`config.mk`:
```
export PLATFORM = sky130hd
export DESIGN_NAME = serial_tx_parity
export DESIGN_NICKNAME = d
export VERILOG_FILES = /design/src/rtl/serial_pkg.sv /design/src/rtl/bit_timer.sv /design/src/rtl/serial_tx_parity.sv
export SDC_FILE = /design/constraint.sdc
export NUM_CORES = 1
export LEC_CHECK = 0
export CAP_MARGIN = 20
export CORE_ASPECT_RATIO = 0.9
export CORE_MARGIN = 2
export CORE_UTILIZATION = 48
export CTS_CLUSTER_SIZE = 20
export DETAILED_ROUTE_END_ITERATION = 10
export HOLD_SLACK_MARGIN = 0.08
export PLACE_DENSITY = 0.71
export SYNTH_ARGS = -nofsm -noshare
export SYNTH_HDL_FRONTEND = slang
export SYNTH_HIERARCHICAL = 1
export SYNTH_SLANG_ARGS = --single-unit
```
`constraint.sdc`:
```
create_clock -name clk -period 1.95 [get_ports clk]
set_input_delay 0.585 -clock clk [delete_from_list [all_inputs] [get_ports clk]]
set_output_delay 0.585 -clock clk [all_outputs]
set_load 0.05 [all_outputs]
```
`src/rtl/serial_pkg.sv`:
```
// Shared definitions for the parity-framed serial link (transmitter and receiver).
package serial_pkg;

  typedef enum logic [2:0] {
    IDLE,
    START,
    DATA,
    PARITY,
    STOP
  } state_t;

  localparam int DATA_BITS  = 8;
  localparam int FRAME_BITS = 11;

  localparam logic IDLE_LEVEL  = 1'b1;
  localparam logic START_LEVEL = 1'b0;

  // Parity bit that makes data plus parity hold an odd number of ones.
  function automatic logic odd_parity(input logic [DATA_BITS-1:0] b);
    return ~^b;
  endfunction

endpackage

```
`src/rtl/bit_timer.sv`:
```
// Bit-period counter: counts 0..BIT_CYCLES-1 and flags the last cycle of each period.
module bit_timer #(
  parameter int BIT_CYCLES = 1
) (
  input  logic clk,
  input  logic reset_n,
  input  logic load,
  output logic tick
);

  localparam int CW = (BIT_CYCLES > 1) ? $clog2(BIT_CYCLES) : 1;
  localparam logic [CW-1:0] LAST = CW'(BIT_CYCLES - 1);

  logic [CW-1:0] cnt;

  assign tick = (cnt == LAST);

  // Restart the period on load, wrap at the end of each period.
  always_ff @(posedge clk) begin
    if (!reset_n) begin
      cnt <= '0;
    end else if (load || tick) begin
      cnt <= '0;
    end else begin
      cnt <= cnt + 1'b1;
    end
  end

endmodule

```
`src/rtl/serial_tx_parity.sv`:
```
// Byte-to-serial transmitter: start bit, 8 data bits LSB-first, odd parity, stop bit.
// Optional build macro SERIAL_TX_PARITY_INJECT_EN adds parity_err_inject, which
// inverts the parity bit of the frame accepted while it is high.
module serial_tx_parity
  import serial_pkg::*;
#(
  parameter int BIT_CYCLES = 1
) (
  input  logic                 clk,
  input  logic                 reset_n,
  input  logic [DATA_BITS-1:0] data_in,
  input  logic                 valid,
  output logic                 ready,
  output logic                 out,
  output logic                 busy
`ifdef SERIAL_TX_PARITY_INJECT_EN
  ,
  input  logic                 parity_err_inject
`endif
);

  localparam logic [2:0] LAST_BIT = 3'(DATA_BITS - 1);

  state_t               state;
  logic [DATA_BITS-1:0] shreg;
  logic                 par;
  logic [2:0]           bit_idx;
  logic                 tick;
  logic                 accept;
  logic                 load;
  logic                 par_next;

`ifdef SERIAL_TX_PARITY_INJECT_EN
  assign par_next = odd_parity(data_in) ^ parity_err_inject;
`else
  assign par_next = odd_parity(data_in);
`endif

  // Ready in idle, and in the final stop cycle so frames can run back to back.
  assign ready  = (state == IDLE) || (state == STOP && tick);
  assign accept = valid && ready;

  // The bit timer restarts whenever the state changes.
  assign load = accept ||
                (tick && (state == START || state == PARITY || state == STOP ||
                          (state == DATA && bit_idx == LAST_BIT)));

  bit_timer #(
    .BIT_CYCLES(BIT_CYCLES)
  ) u_bit_timer (
    .clk    (clk),
    .reset_n(reset_n),
    .load   (load),
    .tick   (tick)
  );

  // Control FSM; out is registered, so each transition loads the level of the next bit.
  always_ff @(posedge clk) begin
    if (!reset_n) begin
      state   <= IDLE;
      out     <= IDLE_LEVEL;
      busy    <= 1'b0;
      bit_idx <= '0;
    end else begin
      case (state)
        IDLE: begin
          if (accept) begin
            state <= START;
            out   <= START_LEVEL;
            busy  <= 1'b1;
          end
        end
        START: begin
          if (tick) begin
            state   <= DATA;
            out     <= shreg[0];
            bit_idx <= '0;
          end
        end
        DATA: begin
          if (tick) begin
            if (bit_idx == LAST_BIT) begin
              state   <= PARITY;
              out     <= par;
              bit_idx <= '0;
            end else begin
              out     <= shreg[0];
              bit_idx <= bit_idx + 1'b1;
            end
          end
        end
        PARITY: begin
          if (tick) begin
            state <= STOP;
            out   <= IDLE_LEVEL;
          end
        end
        STOP: begin
          if (accept) begin
            state <= START;
            out   <= START_LEVEL;
          end else if (tick) begin
            state <= IDLE;
            out   <= IDLE_LEVEL;
            busy  <= 1'b0;
          end
        end
        default: begin
          state <= IDLE;
          out   <= IDLE_LEVEL;
          busy  <= 1'b0;
        end
      endcase
    end
  end

  // Data path: capture byte and parity on accept; shift out one bit per period.
  // shreg[0] always holds the next data bit to put on the line.
  always_ff @(posedge clk) begin
    if (accept) begin
      shreg <= data_in;
      par   <= par_next;
    end else if (tick && (state == START || state == DATA)) begin
      shreg <= shreg >> 1;
    end
  end

endmodule

```
==> flow_metrics.py <==
metrics = {
    "run": {
        "max_capacitance_violation_total": 0,
    },
    "power": {
        "clockPowerShare_pct": 23.8,
        "power_leakage_nw": 0.469,
        "max-vdd-ir-drop_v": 0.000828,
        "flop_pwr_share_pct": 48.8,
        "power_w": 0.000963,
        "netSwitchingFraction_pct": 27.7,
        "power_per_cell_area_mw_per_mm2": 769,
        "power.share.combinational_pct": 27.5,
        "intPower_w": 0.000697,
        "power.net_switching_w": 0.000267,
    },
    "floorplan": {
        "fp.dieArea_mm2": 0.00256,
        "die_y_um": 48.2,
        "boundaryPins": 14,
        "floorplan.initialDensity_pct": 52.5,
        "fp.dieW_um": 53.1,
        "coreArea_mm2": 0.00199,
        "row_count": 15,
    },
    "place": {
        "dp_slack_ns": -0.114,
        "place_congestion": 0.766,
        "place_hpwl_mm": 1.52,
        "place.port_buffers": 13,
        "place_inst": 138,
    },
    "layout": {
        "antenna-diode-count": 0,
        "nFillCells": 177,
        "combined_area_of_the_multi_input_logic_cells_um2": 536,
        "final_nets": 131,
        "drive_gt1_share_pct": 20.5,
        "layout.cells.non_filler": 142,
        "most-common-layout-cells": "10 x sky130_fd_sc_hd__clkdlybuf4s50_1, 9 x sky130_fd_sc_hd__xnor2_1, 9 x sky130_fd_sc_hd__dfxtp_1, 9 x sky130_fd_sc_hd__edfxtp_1",
        "register_area_um2": 450,
        "area_overhead_of_the_layout_relative_to_synthesis_pct": 20.0,
        "mostFrequentLayoutCell": "sky130_fd_sc_hd__clkdlybuf4s50_1",
    },
    "sta": {
        "finalClockSkew_ns": 0.00332,
        "fin_hold_ws_ns": 0.495,
        "setup_viol_count_final": 0,
        "final_worst_setup_slack_ns": 0.115,
        "finalMaxSlewViolations": 0,
        "period_minus_slack_ns": 1.84,
        "timing.fmax_mhz": 545,
        "final_hold_viol_count": 0,
        "grt_setup_unrepaired": "no",
        "fin_crit_sh_pct": 94.1,
    },
    "clocking": {
        "clock_tree.root_cell": "sky130_fd_sc_hd__clkbuf_4",
        "cts_made_buffers": 3,
        "postcts_setup_bufs": 0,
        "cts-hold-fix-buffers": 0,
        "cts.reportedPaths.clkPinSlew_ns": 0.10,
        "postCtsResizedCells": 0,
        "cts-root-to-sink-buffers": 2,
        "tritoncts_sink_count": 18,
        "clock_tree_from_tritoncts": "yes",
        "clock_latency_at_the_later_pin_of_the_worst_skew_pair_ns": 0.29,
        "htree_levels": 1,
    },
    "setup_path": {
        "r2r_path_start": "bit_idx[0]$_SDFFE_PN0P_",
        "critical_path.max_fanout": 3,
        "setup.worst_path.start": "state[0]$_SDFFE_PN0P_",
        "critPathSlowestCell": "sky130_fd_sc_hd__dfxtp_1",
        "worstSetupPathType": "flop to output pin",
        "cp_slowest_stage_delay_ns": 0.32,
        "arrival_time_reported_for_the_critical_path_endpoint_ns": 1.25,
        "worstPathCellList": "nor2_1, and2_1, buf_12",
        "crit_path_start_kind": "flop",
        "r2r_cells": 5,
        "crit_path_end_kind": "output pin",
        "cp_data_required_time_ns": 1.36,
    },
    "detailed_routing": {
        "drt_iter0_drc": 6,
        "detail_route.drc_violations": 0,
        "totalWireLength_mm": 1.98,
        "detail_route.first_pass.iterations": 2,
        "vias": 762,
        "post_drt_via_cell_ratio": 5.37,
        "avgRoutedWirePerCell_um": 13.9,
        "drt.antenna.violating_nets": 0,
    },
    "synth": {
        "synth.avg_cell_area_um2": 10.4,
        "post_synth_instance_area_mm2": 0.00104,
        "post_synth_inst_count": 100,
        "synthesis.yosys.warnings": 6,
        "mappedNetlistNets": 113,
    },
    "global_routing": {
        "grt_pass1_vias": 731,
        "number_of_antenna_violations_at_the_first_check_in_global_routing": 0,
        "pin_count_of_the_biggest_net_entering_global_routing": 19,
        "grt_pass1_wl_mm": 3.14,
        "remaining_overflow_grt": 0,
        "grtUsageTotal_pct": 17.7,
    },
    "hold_path": {
        "hold_start": "bit_idx[1]$_SDFFE_PN0P_",
        "worst_hold_path_type": "flop to flop",
        "min_delay_path_depth": 2,
    },
    "status": {
        "run_status": "completed",
    },
}
[power groups by stage]
stage | registers [W] | clock network (W) | logic [W]
after floorplan | 0.000495 | 0 | 0.000163
after global placement | 0.000477 | 0 | 0.000259
after detailed placement | 0.000479 | 0 | 0.000266
after CTS | 0.000470 | 0.000235 | 0.000267
after global routing | 0.000476 | 0.000256 | 0.000288
final | 0.000470 | 0.000229 | 0.000265
[final timing paths]
kind,to,slack [ns]
worst max register to register,out$_SDFFE_PN1P_,0.46
worst max-delay path,ready,0.11
worst min register to register,bit_idx[1]$_SDFFE_PN0P_,0.49
worst min-delay path,bit_idx[1]$_SDFFE_PN0P_,0.49
[per-stage QoR]
| step | TNS (ns) | instance area, µm² | utilization, % |
|---|---|---|---|
| 5_1_grt | 0 | 1250 | 63.0 |
| 4_1_cts | 0 | 1250 | 63.0 |
| 6_report | 0 | 1250 | 63.0 |
| 3_3_place_gp | -0.551 | 1220 | 61.1 |
| 3_5_place_dp | -1.45 | 1220 | 61.1 |
| 2_1_floorplan | 0 | 1040 | - |
[critical path: cells and delay by family, from the launching register on]
| kind | cells | cell delay [ns] |
|---|---|---|
| and+or+nand+nor | 2 | 0.48 |
| DFF | 1 | 0.32 |
| buffers and inverters | 1 | 0.15 |
[layer usage]
layer	GRT usage (%)	vias up	wire (µm)
li1	-	394	-
met2	29.8	9	922
met4	5.64	0	12
met1	21.9	357	971
met3	6.13	2	70
met5	0	-	0
[sequential cells by signal, summed over array words and instances (netlist names)]
name,cells
shreg,8
bit_idx,3
state,3
busy,1
out,1
par,1
u_bit_timer/cnt,1
[area by class of cell]
cell class | count | share of cell area, %
timing repair buffer | 19 | 14.4
multi-input combinational | 71 | 42.8
clock buffer | 4 | 2.90
sequential | 18 | 36.0
inverter | 5 | 1.50
tap | 25 | 2.50
Power figures use the tool's default switching activity.
